**src/rtl/trap_unit_pkg.sv**
```systemverilog
// Shared definitions for the machine-mode trap unit: CSR addresses, CSR op
// encoding, interrupt cause codes, trap FSM states and the CSR update rule.
`default_nettype none

package trap_unit_pkg;

  localparam logic [11:0] CSR_MSTATUS = 12'h300;
  localparam logic [11:0] CSR_MIE     = 12'h304;
  localparam logic [11:0] CSR_MTVEC   = 12'h305;
  localparam logic [11:0] CSR_MEPC    = 12'h341;
  localparam logic [11:0] CSR_MCAUSE  = 12'h342;
  localparam logic [11:0] CSR_MIP     = 12'h344;

  localparam logic [31:0] MCAUSE_EXT   = 32'h8000_000B;
  localparam logic [31:0] MCAUSE_SW    = 32'h8000_0003;
  localparam logic [31:0] MCAUSE_TIMER = 32'h8000_0007;

  typedef enum logic [1:0] {
    CSR_NOP = 2'b00,
    CSR_RW  = 2'b01,
    CSR_RS  = 2'b10,
    CSR_RC  = 2'b11
  } csr_op_e;

  typedef enum logic [1:0] {
    ST_IDLE   = 2'd0,
    ST_ENTER  = 2'd1,
    ST_RETURN = 2'd2,
    ST_SETTLE = 2'd3
  } trap_state_e;

  function automatic logic [31:0] csr_apply(input csr_op_e op,
                                            input logic [31:0] old_val,
                                            input logic [31:0] wdata);
    case (op)
      CSR_RW:  csr_apply = wdata;
      CSR_RS:  csr_apply = old_val | wdata;
      CSR_RC:  csr_apply = old_val & ~wdata;
      default: csr_apply = old_val;
    endcase
  endfunction

endpackage

`default_nettype wire

```
**src/rtl/trap_unit_irq_sync.sv**
```systemverilog
// Single register stage on the three level-sensitive interrupt request lines.
`default_nettype none

module irq_sync (
  input  logic clk,
  input  logic reset,
  input  logic ext_irq,
  input  logic sw_irq,
  input  logic timer_irq,
  output logic ext_q,
  output logic sw_q,
  output logic timer_q
);

  always_ff @(posedge clk or posedge reset) begin
    if (reset) begin
      ext_q   <= 1'b0;
      sw_q    <= 1'b0;
      timer_q <= 1'b0;
    end else begin
      ext_q   <= ext_irq;
      sw_q    <= sw_irq;
      timer_q <= timer_irq;
    end
  end

endmodule

`default_nettype wire

```
**src/rtl/trap_unit.sv**
```systemverilog
// Machine-mode trap unit: interrupt CSRs, interrupt entry and MRET return,
// with registered one-cycle redirect pulses to the pipeline controller.
`default_nettype none

module trap_unit
  import trap_unit_pkg::*;
#(
  parameter logic [31:0] RESET_MTVEC = 32'h0000_0000
) (
  input  logic        clk,
  input  logic        reset,
  input  logic        csr_write,
  input  logic [11:0] csr_addr,
  input  logic [1:0]  csr_op,
  input  logic [31:0] csr_wdata,
  output logic [31:0] csr_rdata,
  input  logic        is_mret_instr,
  input  logic        instr_valid_mem,
  input  logic [31:0] pc_mem,
  input  logic        stall_pipl,
  input  logic        ext_irq,
  input  logic        sw_irq,
  input  logic        timer_irq,
  output logic        trap_taken,
  output logic        mret_exec,
  output logic [31:0] redirect_pc
);

  trap_state_e state;
  logic        st_mie, st_mpie;
  logic        msie, mtie, meie;
  logic        sw_q, timer_q, ext_q;
  logic [31:0] mepc, mcause, mtvec;
  logic [31:0] mstatus_val, mie_val, mip_val, pending, csr_new, cause_sel;
  logic        advance, irq_req, take_mret, take_trap, csr_wr_en;

  irq_sync u_irq_sync (
    .clk       (clk),
    .reset     (reset),
    .ext_irq   (ext_irq),
    .sw_irq    (sw_irq),
    .timer_irq (timer_irq),
    .ext_q     (ext_q),
    .sw_q      (sw_q),
    .timer_q   (timer_q)
  );

  assign mstatus_val = {24'd0, st_mpie, 3'd0, st_mie, 3'd0};
  assign mie_val     = {20'd0, meie, 3'd0, mtie, 3'd0, msie, 3'd0};
  assign mip_val     = {20'd0, ext_q, 3'd0, timer_q, 3'd0, sw_q, 3'd0};
  assign pending     = mip_val & mie_val;

  always_comb begin
    csr_rdata = 32'd0;
    case (csr_addr)
      CSR_MSTATUS: csr_rdata = mstatus_val;
      CSR_MIE:     csr_rdata = mie_val;
      CSR_MIP:     csr_rdata = mip_val;
      CSR_MTVEC:   csr_rdata = mtvec;
      CSR_MEPC:    csr_rdata = mepc;
      CSR_MCAUSE:  csr_rdata = mcause;
      default:     csr_rdata = 32'd0;
    endcase
  end

  always_comb begin
    cause_sel = MCAUSE_TIMER;
    if (pending[11])     cause_sel = MCAUSE_EXT;
    else if (pending[3]) cause_sel = MCAUSE_SW;
  end

  assign csr_new   = csr_apply(csr_op_e'(csr_op), csr_rdata, csr_wdata);
  assign advance   = instr_valid_mem && !stall_pipl;
  assign irq_req   = st_mie && (pending != 32'd0);
  assign take_mret = (state == ST_IDLE) && advance && is_mret_instr;
  assign take_trap = (state == ST_IDLE) && advance && irq_req && !is_mret_instr;
  // Writes only land from IDLE; the trapping instruction's own write is dropped.
  assign csr_wr_en = (state == ST_IDLE) && advance && csr_write && !take_trap && !take_mret;

  always_ff @(posedge clk or posedge reset) begin
    if (reset) begin
      state       <= ST_IDLE;
      st_mie      <= 1'b0;
      st_mpie     <= 1'b0;
      msie        <= 1'b0;
      mtie        <= 1'b0;
      meie        <= 1'b0;
      mepc        <= 32'd0;
      mcause      <= 32'd0;
      mtvec       <= RESET_MTVEC & ~32'h3;
      trap_taken  <= 1'b0;
      mret_exec   <= 1'b0;
      redirect_pc <= 32'd0;
    end else begin
      trap_taken  <= 1'b0;
      mret_exec   <= 1'b0;
      redirect_pc <= 32'd0;
      if (csr_wr_en) begin
        case (csr_addr)
          CSR_MSTATUS: begin
            st_mie  <= csr_new[3];
            st_mpie <= csr_new[7];
          end
          CSR_MIE: begin
            msie <= csr_new[3];
            mtie <= csr_new[7];
            meie <= csr_new[11];
          end
          CSR_MTVEC:  mtvec  <= csr_new & ~32'h3;
          CSR_MEPC:   mepc   <= csr_new & ~32'h3;
          CSR_MCAUSE: mcause <= csr_new;
          default: ;
        endcase
      end
      case (state)
        ST_IDLE: begin
          if (take_mret) begin
            state       <= ST_RETURN;
            mret_exec   <= 1'b1;
            redirect_pc <= mepc;
            st_mie      <= st_mpie;
            st_mpie     <= 1'b1;
          end else if (take_trap) begin
            state       <= ST_ENTER;
            trap_taken  <= 1'b1;
            redirect_pc <= mtvec;
            mepc        <= pc_mem & ~32'h3;
            mcause      <= cause_sel;
            st_mpie     <= st_mie;
            st_mie      <= 1'b0;
          end
        end
        ST_ENTER, ST_RETURN: state <= ST_SETTLE;
        ST_SETTLE: if (advance) state <= ST_IDLE;
        default: state <= ST_IDLE;
      endcase
    end
  end

endmodule

`default_nettype wire
```
**config.mk**
```make
export PLATFORM = sky130hd
export DESIGN_NAME = trap_unit
export DESIGN_NICKNAME = d
export VERILOG_FILES = /design/src/rtl/trap_unit_pkg.sv /design/src/rtl/trap_unit_irq_sync.sv /design/src/rtl/trap_unit.sv
export SDC_FILE = /design/constraint.sdc
export NUM_CORES = 1
export LEC_CHECK = 0
export CORE_MARGIN = 2
export CORE_UTILIZATION = 35
export DETAILED_ROUTE_END_ITERATION = 8
export MAX_ROUTING_LAYER = met4
export PLACE_DENSITY = 0.6
export RECOVER_POWER = 100
export SLEW_MARGIN = 20
export SYNTH_ARGS = -nofsm -noshare
export SYNTH_HDL_FRONTEND = slang
export SYNTH_HIERARCHICAL = 1
export SYNTH_SLANG_ARGS = --single-unit
```
**constraint.sdc**
```tcl
create_clock -name clk -period 7.96 [get_ports clk]
set_input_delay 1.99 -clock clk [delete_from_list [all_inputs] [get_ports clk]]
set_output_delay 1.99 -clock clk [all_outputs]
set_load 0.01 [all_outputs]
```
; ---- Yosys cells after proc, flatten, opt, wreduce, memory -nomap -nowiden
; Cells that the tools add are included.
; Widths: inputs -> output; s select.
[word_totals]
register_bits = 138
in_bits = 87
out_inout_bits = 66
word_cells = 88
[op_classes]
n_eq_ne = 14
muxes = 36
bitwise_logic = 4
n_reduce_logical = 19
[ops]
columns = operator, count
row1 = $mux 32, 13
row2 = $pmux 32 s6, 1
row3 = $pmux 32 s3, 1
row4 = $eq 12x10->1 const B, 6
row5 = $and 32x32->32, 1
row6 = $not 32->32, 1
row7 = $or 32x32->32, 1
row8 = $reduce_bool 32->1, 1
row9 = $mux 1, 15
row10 = $and 12x12->12, 1
row11 = $logic_and 1x1->1, 9
row12 = $eq 2x2->1 const B, 4
row13 = $mux 2, 3
row14 = $pmux 2 s3, 1
row15 = $reduce_and 2->1, 3
row16 = $eq 2x1->1 const B, 2
row17 = $logic_not 1->1, 4
row18 = $mux 4, 1
row19 = $mux 3, 1
row20 = $ne 3x3->1 const B, 1
row21 = $logic_not 2->1, 1
row22 = $ne 2x2->1 const B, 1
row23 = $reduce_or 2->1, 1

; ---- Logic depth before layout (Yosys ltp)
[logic_depth]
depth_word = 12
ltp_mapped = 9
mapped_depth_nobuf = 8

; ---- Modules after synthesis
; Netlist, hierarchy kept.
[by_module_without_submodules]
columns = mod, n_inst, cells_each, area_each_um2
row1 = trap_unit, 1, 874, 7948.9
row2 = irq_sync, 1, 4, 78.8

; ---- Least setup slack after synthesis
; OpenSTA, ideal clock, no wires.
[synth_path]
path_type = input-to-output
start = input port csr_addr[1]
end = output port csr_rdata[22]
t_arrival_ns = 3.147
slack_ns = 2.823
stages = 5
n_path_buf = 2
path_cell_list = buf_2 -> and4bb_1 -> clkbuf_1 -> nand3_1 -> a221oi_2
[synth_via]
elab_chain_len = 2
word_cells_on_any_way = 7
[synth_lines]
columns = element, line_no
row1 = from (decl), trap_unit.sv:13  ; input logic [11:0] csr_addr,
row2 = $eq 12x10->1, trap_unit.sv:55  ; case (csr_addr)
row3 = $pmux 32 s6 (*), trap_unit.sv:55
row4 = to (decl), trap_unit.sv:16  ; output logic [31:0] csr_rdata,
; Mark *: on every way between the ends. The rest lies on a longest branch, timed or not.

; ---- Worst setup path after layout
[layout_path]
start = input port csr_addr[1]
end = output port csr_rdata[18]
; The elaborated chain is that of the path after synthesis.

==> run metrics <==
final count of pins violating max slew=231; port buffer count=150; post-route cell area=10140 sq um; detail-routed net length per standard cell=20.49 microns; endpoint kind of the worst setup timing path=output pin; vias after detailed routing=7324; area enclosed by the die boundary=24160 sq um; CTS tree=built; total wire length=26290 microns; Least-Margin Pin Slew=3053 ps; cell area after technology mapping=8028 sq um; setup repair after global routing missed its margin=false; Synthesis Warnings=6; H-tree lvl count=4; antenna violations before repair=0; root buffer selected by CTS=sky130_fd_sc_hd__clkbuf_16; CTS buffer count=17; Final Hold Viols=0; critical path class=in2out; biggest area contributors in the synthesized netlist=sky130_fd_sc_hd__dfrtp_1, sky130_fd_sc_hd__and3b_1, sky130_fd_sc_hd__nor2_1; sum of negative setup slack=0 ps; setup violators final=0; # fillers=2217; post-route insts no fill=1283; classification of the worst-slack hold path=reg2reg; hold worst-path end=redirect_pc[27]; Post-Route Hold Slack=501.8 ps; sequential cell area=3453 sq um; instance area at placement=9638 sq um; detailed-router iteration count before antenna repair=8; latest clock arrival within the worst-skew pair=430 ps; cell types with the highest counts after synthesis=sky130_fd_sc_hd__dfrtp_1, sky130_fd_sc_hd__nor2_1, sky130_fd_sc_hd__nand2_1, sky130_fd_sc_hd__a21oi_1, sky130_fd_sc_hd__and3b_1; HPWL after detailed placement=16270 microns; global-route wire length before repair=41280 microns; global-route congestion overflow total=0; Die Wd=155.4 microns; maximum clock insertion buffer count=2; initial standard-cell utilization of the core=35.57%; predominant post-synthesis flop cell=sky130_fd_sc_hd__dfrtp_1; area fraction of the dominant cell type after synthesis=43.02%; pwr/cell area=198.3 nW/um^2; fraction of layout instances using a drive strength above 1=7.415%; post-synth net total=967; Finished Core Util=44.92%; Multi-input gate area=4028 sq um; Synth async-reset ratio=100.0%; Critical Path Fanout Max=35; cell count after placement=1251; count of antenna diodes in the layout=0; Final GP Congestion=0.8433; result of the run=finished with violations; data required time of the worst path=5970 ps; failing checks=capacitance limit, slew limit; cells after synthesis=878; post-CTS sizing=0; Worst-path clk slew=60 ps; count of standard-cell rows=55; final critical delay including setup and external delays=7183 ps; area of the core=22570 sq um; worst flop-to-flop path startpoint=state[0]; number of design-rule violations left by the first detailed-router iteration=541; top cell type by total area after synthesis=sky130_fd_sc_hd__dfrtp_1; highest achievable clock rate=139.2 MHz; sequential fraction of the synthesis area=43.02%; Vias per Instance=5.708; aggregate global-route resource usage=22.71%; number of enable flip-flop cells after synthesis=0; DIE HEIGHT=155.4 microns; post-synthesis cell type count=72; largest net degree at the start of global routing=70; via count of the first global-routing pass=7265; number of clock sinks=138; post-layout net count=1074; final routed DRC violation total=0; headroom to the max-slew limit=-104.6%; post-route ant nets=0; Reg2Reg Setup Slack=3820 ps; layout overhead on the synthesized area=26.29%; number of flip-flops and latches in the synthesized netlist=138; Arrival @ worst endpoint=5190 ps; Hold Startpoint=mepc[27]; critical path launch point type=primary input; most frequently used cell type in the post-synthesis netlist=sky130_fd_sc_hd__dfrtp_1; number of ports placed on the die boundary=153; terminus of the critical flop-to-flop path=mcause[3]; Period Utilization, post-route=90.24%; setup clock skew after layout=8.830 ps; standby leakage power=4.338 nW; depth of the worst register-to-register path=9; worst ir drop on vdd=118.9 uV; cell depth of the worst min-delay path=2; Setup Fix Bufs, Post-CTS=0; synthesized area per cell=9.143 sq um; Post-CTS Hold Fix Bufs=0; number of violations of the max-capacitance limit=5
worst max-delay path, cell delays in order:
cell                              delay, ps
sky130_fd_sc_hd__clkbuf_1              1050
sky130_fd_sc_hd__nor2b_1                560
sky130_fd_sc_hd__nand3b_1               380
sky130_fd_sc_hd__a221oi_1               570
sky130_fd_sc_hd__clkdlybuf4s50_1        630
flip-flops by register name, summed over array words and instances, names as in the netlist:
signal and count:
msie 1, mepc 32, st_mie 1, u_irq_sync/ext_q 1, u_irq_sync/timer_q 1, mcause 32, trap_taken 1, st_mpie 1
u_irq_sync/sw_q 1, mret_exec 1, mtie 1, state 2, mtvec 30, redirect_pc 32, meie 1
layer usage:
layer	routed length, microns	GRT usage, %
met2	11990	34.60
met1	12210	31.02
met3	1765	4.930
met5	0	-
met4	328	5.417
layout by cell type (no fill, tap or decap), drive strengths merged, types with 4 or more instances in the layout:
master,Yosys,layout
dfrtp,138,138
nor2,85,85
clkdlybuf4s50,0,84
nand2,76,76
dlygate4sd3,0,63
a21oi,63,63
and3b,55,55
o21ai,52,52
o31ai,37,37
a211oi,34,34
nand3,33,33
inv,27,31
o211ai,26,26
nor3,24,24
clkbuf,39,22
a22oi,16,16
a22o,16,16
and2,15,15
xnor2,14,14
buf,38,13
a221oi,12,12
mux2i,9,9
and3,7,7
clkinvlp,0,6
nand4,5,5
nor3b,5,5
nor2b,4,4
o22ai,4,4
power by group:
group / leakage [nW] / switching, mW / total [mW] / internal (mW)
sequential: 1.89 / 0.0592 / 0.842 / 0.783
combinational: 2.17 / 0.175 / 0.331 / 0.157
clock: 0.284 / 0.339 / 0.837 / 0.498
worst max-delay path by stage:
stage,start,depth (start not counted),endpoint
finish,csr_addr[1],5,csr_rdata[18]
CTS,csr_addr[5],6,csr_rdata[15]
floorplan,reset,1,mcause[0]
global route,csr_addr[1],8,csr_rdata[25]
detailed placement,csr_addr[5],6,csr_rdata[31]
global placement,csr_addr[3],5,csr_rdata[17]
cells by family after synthesis:
kind of cell	after synthesis	synth area share (%)
AND/OR/NAND/NOR	326	22.52
AO/OA/AOI/OAI	281	25.11
flip-flops	138	43.02
buffers and inverters	104	5.860
XOR/XNOR	15	1.637
multiplexers	12	1.543
adder cells (fa/ha/maj)	2	0.3117
per-stage QoR:
step / worst slack, ps / power, mW
after global placement: 1324 / 1.182
after floorplan: 2359 / 1.067
after global routing: 603.9 / 2.112
after CTS: 1314 / 2.025
after detailed placement: 1314 / 1.190
final: 776.8 / 2.010
layout make-up:
class,instances,share of cell area (%)
sequential,138,34.06
timing repair buffer,165,15.62
inverter,27,1.012
multi-input combinational,636,39.73
clock inverter,15,1.864
tap,285,3.517
clock buffer,17,4.196
(Power assumes the default switching activity.)
